--- config.mk ---
export PLATFORM = sky130hd
export DESIGN_NAME = light_monitor_flat
export DESIGN_NICKNAME = d
export VERILOG_FILES = /design/src/rtl/light_monitor_if.sv /design/src/rtl/light_monitor.sv /design/src/flat_wrapper.sv
export SDC_FILE = /design/constraint.sdc
export NUM_CORES = 1
export LEC_CHECK = 0
export CAP_MARGIN = 20
export CORE_MARGIN = 1.5
export CORE_UTILIZATION = 40
export CTS_CLUSTER_SIZE = 12
export DETAILED_ROUTE_END_ITERATION = 8
export GPL_TIMING_DRIVEN = 0
export HOLD_SLACK_MARGIN = 0.05
export PLACE_DENSITY = 0.68
export REMOVE_ABC_BUFFERS = 1
export SYNTH_ARGS = -nofsm -noshare
export SYNTH_HDL_FRONTEND = slang
export SYNTH_SLANG_ARGS = --single-unit
export TNS_END_PERCENT = 1
--- constraint.sdc ---
create_clock -name clk -period 3.35 [get_ports clk]
set_input_delay 0.67 -clock clk [delete_from_list [all_inputs] [get_ports clk]]
set_output_delay 0.67 -clock clk [all_outputs]
set_load 0.01 [all_outputs]
--- src/rtl/light_monitor_if.sv ---
// Lamp-code inputs and tracked-phase / fault status of the traffic light monitor.
// The master drives the lamps and observes status; the slave is the monitor.
interface light_monitor_if;
    logic [2:0]  light_highway;
    logic [2:0]  light_farm;
    logic [1:0]  phase;
    logic        phase_valid;
    logic        fault;
    logic [2:0]  fault_code;
    logic        cycle_done;
    logic [15:0] cycle_count;

    modport master (
        output light_highway,
        output light_farm,
        input  phase,
        input  phase_valid,
        input  fault,
        input  fault_code,
        input  cycle_done,
        input  cycle_count
    );

    modport slave (
        input  light_highway,
        input  light_farm,
        output phase,
        output phase_valid,
        output fault,
        output fault_code,
        output cycle_done,
        output cycle_count
    );
endinterface

--- src/rtl/light_monitor.sv ---
// Passive protocol checker for a highway/farm traffic light controller: tracks the
// phase sequence, enforces minimum yellow and farm-green dwell, latches the first fault.
module light_monitor #(
    parameter int unsigned YEL_MIN_CYC  = 150000000,
    parameter int unsigned FGRN_MIN_CYC = 500000000
) (
    input logic             clk,
    input logic             rst,
    light_monitor_if.slave  bus
);

    typedef enum logic [1:0] {
        SYNC,
        TRACK,
        FAULT
    } state_e;

    typedef enum logic [2:0] {
        FC_NONE       = 3'd0,
        FC_ILLEGAL    = 3'd1,
        FC_SKIP       = 3'd2,
        FC_SHORT_YEL  = 3'd3,
        FC_SHORT_FGRN = 3'd4
    } fault_code_e;

    state_e      state, state_nxt;
    logic [1:0]  phase, phase_nxt;
    logic        phase_valid, phase_valid_nxt;
    logic        fault, fault_nxt;
    fault_code_e fault_code, fault_code_nxt;
    logic        cycle_done, cycle_done_nxt;
    logic [15:0] cycle_count, cycle_count_nxt;
    logic [31:0] dwell, dwell_nxt;
    logic        exempt, exempt_nxt;

    logic        pair_legal;
    logic [1:0]  pair_phase;
    logic [1:0]  phase_inc;
    logic        dwell_short;

    // Only the four one-hot combinations the controller may show are legal.
    always_comb begin
        pair_legal = 1'b1;
        pair_phase = 2'd0;
        case ({bus.light_highway, bus.light_farm})
            6'b001_100: pair_phase = 2'd0;
            6'b010_100: pair_phase = 2'd1;
            6'b100_001: pair_phase = 2'd2;
            6'b100_010: pair_phase = 2'd3;
            default:    pair_legal = 1'b0;
        endcase
    end

    assign phase_inc = phase + 2'd1;

    // Outgoing-dwell check; phase 0 has no minimum and the first phase seen is exempt.
    always_comb begin
        dwell_short = 1'b0;
        case (phase)
            2'd1, 2'd3: dwell_short = (dwell < YEL_MIN_CYC);
            2'd2:       dwell_short = (dwell < FGRN_MIN_CYC);
            default:    dwell_short = 1'b0;
        endcase
        if (exempt) dwell_short = 1'b0;
    end

    always_comb begin
        state_nxt       = state;
        phase_nxt       = phase;
        fault_nxt       = fault;
        fault_code_nxt  = fault_code;
        cycle_done_nxt  = 1'b0;
        cycle_count_nxt = cycle_count;
        dwell_nxt       = dwell;
        exempt_nxt      = exempt;

        case (state)
            SYNC: begin
                if (!pair_legal) begin
                    state_nxt      = FAULT;
                    fault_nxt      = 1'b1;
                    fault_code_nxt = FC_ILLEGAL;
                end else begin
                    state_nxt  = TRACK;
                    phase_nxt  = pair_phase;
                    dwell_nxt  = 32'd1;
                    exempt_nxt = 1'b1;
                end
            end

            TRACK: begin
                if (!pair_legal) begin
                    state_nxt      = FAULT;
                    fault_nxt      = 1'b1;
                    fault_code_nxt = FC_ILLEGAL;
                end else if (pair_phase == phase) begin
                    if (dwell != '1) dwell_nxt = dwell + 32'd1;
                end else if (pair_phase == phase_inc) begin
                    if (dwell_short) begin
                        state_nxt      = FAULT;
                        fault_nxt      = 1'b1;
                        fault_code_nxt = (phase == 2'd2) ? FC_SHORT_FGRN : FC_SHORT_YEL;
                    end else begin
                        phase_nxt  = pair_phase;
                        dwell_nxt  = 32'd1;
                        exempt_nxt = 1'b0;
                        if (phase == 2'd3) begin
                            cycle_done_nxt  = 1'b1;
                            cycle_count_nxt = cycle_count + 16'd1;
                        end
                    end
                end else begin
                    state_nxt      = FAULT;
                    fault_nxt      = 1'b1;
                    fault_code_nxt = FC_SKIP;
                end
            end

            FAULT: begin
                state_nxt = FAULT;
            end

            default: begin
                state_nxt = SYNC;
            end
        endcase

        phase_valid_nxt = (state_nxt == TRACK);
    end

    always_ff @(posedge clk) begin
        if (rst) begin
            state       <= SYNC;
            phase       <= 2'd0;
            phase_valid <= 1'b0;
            fault       <= 1'b0;
            fault_code  <= FC_NONE;
            cycle_done  <= 1'b0;
            cycle_count <= '0;
            dwell       <= '0;
            exempt      <= 1'b1;
        end else begin
            state       <= state_nxt;
            phase       <= phase_nxt;
            phase_valid <= phase_valid_nxt;
            fault       <= fault_nxt;
            fault_code  <= fault_code_nxt;
            cycle_done  <= cycle_done_nxt;
            cycle_count <= cycle_count_nxt;
            dwell       <= dwell_nxt;
            exempt      <= exempt_nxt;
        end
    end

    assign bus.phase       = phase;
    assign bus.phase_valid = phase_valid;
    assign bus.fault       = fault;
    assign bus.fault_code  = fault_code;
    assign bus.cycle_done  = cycle_done;
    assign bus.cycle_count = cycle_count;

endmodule

--- src/flat_wrapper.sv ---
// flat-port wrapper written by rule: the top's interface ports become plain ports
module light_monitor_flat 
#(
    parameter int unsigned YEL_MIN_CYC  = 150000000,
    parameter int unsigned FGRN_MIN_CYC = 500000000
)
  (clk, rst, bus_light_highway, bus_light_farm, bus_phase, bus_phase_valid, bus_fault, bus_fault_code, bus_cycle_done, bus_cycle_count);
  light_monitor_if bus_i ();
  input logic clk;
  input logic rst;
  input wire logic [$bits(bus_i.light_highway)-1:0] bus_light_highway;
  input wire logic [$bits(bus_i.light_farm)-1:0] bus_light_farm;
  output wire logic [$bits(bus_i.phase)-1:0] bus_phase;
  output wire logic [$bits(bus_i.phase_valid)-1:0] bus_phase_valid;
  output wire logic [$bits(bus_i.fault)-1:0] bus_fault;
  output wire logic [$bits(bus_i.fault_code)-1:0] bus_fault_code;
  output wire logic [$bits(bus_i.cycle_done)-1:0] bus_cycle_done;
  output wire logic [$bits(bus_i.cycle_count)-1:0] bus_cycle_count;
  assign bus_i.light_highway = bus_light_highway;
  assign bus_i.light_farm = bus_light_farm;
  assign bus_phase = bus_i.phase;
  assign bus_phase_valid = bus_i.phase_valid;
  assign bus_fault = bus_i.fault;
  assign bus_fault_code = bus_i.fault_code;
  assign bus_cycle_done = bus_i.cycle_done;
  assign bus_cycle_count = bus_i.cycle_count;
  light_monitor #(.YEL_MIN_CYC(YEL_MIN_CYC), .FGRN_MIN_CYC(FGRN_MIN_CYC)) u_core (.clk(clk), .rst(rst), .bus(bus_i));
endmodule
==> run_results.csv <==
group,metric,value,unit
clock_network,clock_latency,0.35,ns
pwr,power_density,366,nW/µm²
placement,gp_routability_congestion,0.921,
placement,port_buffers,31,
critical_path,r2r-start,"u_core.bus.phase[0]",
drt,drtIter0Drc,318,
critical_path,cp_num_buf_inv,1,
min_path,holdPathStages,1,
drt,ant_nets,0,
sta,drv_slew,0,
sta,finalHoldWorstSlack,0.468,ns
drt,vias_per_cell,6.23,
synthesis,netlist.top_cell.by_area,"dfxtp_1",
critical_path,critPathLaunchType,"primary input",
drt,drc,0,
sta,tns,0,ns
sta,finClkSkew,0.0148,ns
floorplanning,start_util,0.417,
global_route,track_usage,0.204,
synthesis,synth_area_leaders,"dfxtp_1 (34%), a21oi_1 (6.8%), o31ai_1 (4.8%)",
critical_path,crit_path_max_incr_delay,0.56,ns
synthesis,yosysWarnings,0,
synthesis,synth_top_area_share,0.341,
sta,worstMarginPinSlew,0.865,ns
sta,fmaxAchievable,316,MHz
critical_path,cp.arrival,3.43,ns
floorplanning,std_cell_rows,33,
pwr,power.total,1.48,mW
sta,min_period,3.16,ns
critical_path,r2r_slack,0.29,ns
synthesis,syn-cell-area,3460,µm²
synthesis,synth_cell_type_count,62,
min_path,min_delay_worst_endpoint,"u_core.bus.fault",
placement,dpl.cell_count,543,
clock_network,htreeDepth,3,
drt,first_pass_iters,5,
global_route,antenna_found_initial,0,
clock_network,cts_tree,"done",
final_layout,nets,467,
min_path,holdCritStartpoint,"u_core.bus.fault",
final_layout,area_growth,17.3,%
final_layout,utilization,0.489,
synthesis,avgSynthCellArea,8.01,µm²
critical_path,crit_required,3.61,ns
floorplanning,die_h,96,µm
clock_network,clock-sinks,59,
drt,vias,3499,
final_layout,insertedDiodeCount,0,
critical_path,critPathKind,"primary input to flop",
drt,drt_wl_total,9340,µm
critical_path,crit_path_end_kind,"flop",
sta,fin_crit_sh,0.944,
final_layout,final_cell_count_no_fill,562,
floorplanning,core-area,8300,µm²
synthesis,syn_inst,432,
drt,wl_per_cell,16.6,µm
critical_path,cp_cell_sequence,"clkdlybuf4s50_1, nor4b_4, a221oi_2, nor3_2, o21ai_2, or4_1, a21oi_1",
global_route,grt_pass1_vias,3107,
critical_path,reg2regPathDepth,8,
global_route,grt_max_degree,44,
synthesis,ys_ff_latch,59,
synthesis,synth_edf_count,0,
clock_network,root_buffer,"clkbuf_8",
critical_path,path_max_fanout,21,
clock_network,clk_pin_slew,0.07,ns
synthesis,async_reset_ff_frac,0,
global_route,grt_pass1_wl,14700,µm
synthesis,synth_flop_cell,"dfxtp_1",
pwr,peakVddDrop,247,µV
floorplanning,die_area,9220,µm²
floorplanning,die_w,96,µm
final_layout,layout-drive-gt1-share,0.0985,
sta,relSlewSlack,0.423,
critical_path,crit_cells,7,
run,maxCapViolations,0,
placement,dp.final_hpwl,5800,µm
critical_path,cp_top_family,"simple AND/OR/NAND/NOR gates",
sta,setup_viol,0,
critical_path,r2r-end,"u_core.dwell[12]",
sta,hold_viol_final,0,
outcome,status,"finished clean",
global_route,overflow,0,
clock_network,numCtsBuffers,9,
floorplanning,ioPinCount,32,
min_path,hold_path_class,"flop to flop",
critical_path,crit_slowest_cell,"or4_1",
pwr,leakage,1.25,nW
synthesis,ys_seq_area_frac,0.341,
clock_network,cts-root-to-sink-buffers,2,
## cells in the mapped netlist (2+ instances only)
| library cell | number |
|---|---|
| a311oi_1 | 4 |
| o32ai_1 | 2 |
| nor2_1 | 27 |
| o21ai_0 | 20 |
| nor4_1 | 7 |
| inv_1 | 16 |
| o21a_1 | 2 |
| or2_2 | 2 |
| a211oi_1 | 4 |
| nor3_1 | 13 |
| and3_1 | 15 |
| o21bai_1 | 3 |
| xor2_1 | 3 |
| nand3b_1 | 3 |
| ha_1 | 6 |
| dfxtp_1 | 59 |
| and2_1 | 2 |
| clkbuf_1 | 13 |
| a21oi_1 | 47 |
| or3_1 | 11 |
| nand2_1 | 35 |
| a21o_1 | 3 |
| nand4_1 | 11 |
| and4_1 | 2 |
| a221oi_1 | 2 |
| buf_6 | 3 |
| nand3_1 | 26 |
| buf_2 | 7 |
| or4_1 | 22 |
| o31ai_1 | 22 |
| a31oi_1 | 4 |
| o2111ai_1 | 3 |
| nand2b_1 | 2 |
| mux2i_1 | 3 |
## final cells by class
class / instances / area [µm²]
Fill cell: 814 / 4240
Sequential cell: 59 / 1180
Inverter: 16 / 60.1
Timing Repair Buffer: 32 / 313
Tap cell: 105 / 131
Multi-Input combinational cell: 335 / 2170
Clock buffer: 11 / 151
Clock inverter: 4 / 50.0
## metal layers
metal | share of wire | wire length [µm] | track usage | vias to the layer above
li1 | - | - | - | 1696
met1 | 0.48 | 4460 | 0.272 | 1686
met4 | 0.016 | 148 | 0.0711 | 0
met3 | 0.051 | 477 | 0.0482 | 19
met2 | 0.46 | 4250 | 0.322 | 98
met5 | 0 | 0 | 0 | -
## state kept, by name (all words and copies together), names as in the netlist
name	cells
u_core.bus.cycle_count	16
u_core.bus.cycle_done	1
u_core.bus.fault	1
u_core.bus.fault_code	3
u_core.bus.phase	2
u_core.bus.phase_valid	1
u_core.dwell	32
u_core.exempt	1
u_core.state	2
## how the worst max path moves through the flow
stage	startpoint	to	slack, ns
2_1_floorplan	bus_light_farm[2]	u_core.dwell[9]	-0.27
3_3_place_gp	bus_light_farm[2]	u_core.dwell[12]	-1.98
3_5_place_dp	bus_light_farm[2]	u_core.dwell[16]	-0.73
4_1_cts	bus_light_highway[1]	u_core.dwell[3]	0.05
5_1_grt	bus_light_farm[2]	u_core.dwell[11]	-0.01
6_report	bus_light_farm[2]	u_core.dwell[25]	0.19
## where the power goes
| group | total (mW) | internal (mW) | switching, mW |
|---|---|---|---|
| Combinational | 0.0925 | 0.0308 | 0.0617 |
| Clock | 0.680 | 0.379 | 0.302 |
| Sequential | 0.711 | 0.707 | 0.00449 |
## timing repair
action                     in CTS  in global routing
gates cloned                    1                  2
hold buffers                    0                  0
hold endpoints to repair        0                  0
setup endpoints to repair      12                 29
pin swaps                       1                  2
gates resized for setup         2                  7
buffers inserted                0                  1
## per-stage QoR
step,setup slack (ns),cell area [µm²]
floorplan,-0.266,3330
global placement,-1.98,3770
detailed placement,-0.730,3780
CTS,0.0538,4000
global route,-0.0129,4060
finish,0.187,4060
## placed cells by master (no fill, tap or decap), drive strengths merged, types with 4 or more instances in the layout
master,synthesis,final
clkdlybuf4s50,0,30
nand3,27,28
inv,16,16
a311oi,4,4
ha,6,6
nor3,14,14
nor4,8,8
clkbuf,13,11
dfxtp,59,59
or4,22,22
and3,15,15
a211oi,4,4
nand4,11,11
or3,11,11
o31ai,22,22
o21ai,22,23
nand2,35,35
a21oi,48,48
a31oi,4,4
nor2,28,28
## worst register-to-register path, delay by kind of cell, from the launching register on
family / cells / cell delay [ns]
adders and majority gates: 1 / 0.25
buffers and inverters: 1 / 0.16
and+or+nand+nor: 2 / 0.73
AOI/OAI and AO/OA: 4 / 1.38
DFF: 1 / 0.45
## cells by family (layout without fill, tap and decap cells)
group / after synthesis / after routing / share of synthesized area
multiplexers: 3 / 3 / 0.00868
AO/OA/AOI/OAI: 128 / 130 / 0.241
adder cells (fa/ha/maj): 6 / 6 / 0.0217
XOR/XNOR: 5 / 5 / 0.0148
buffers and inverters: 41 / 63 / 0.0546
AND/OR/NAND/NOR: 190 / 191 / 0.318
flip-flops: 59 / 59 / 0.341
Power figures use the tool's default switching activity.
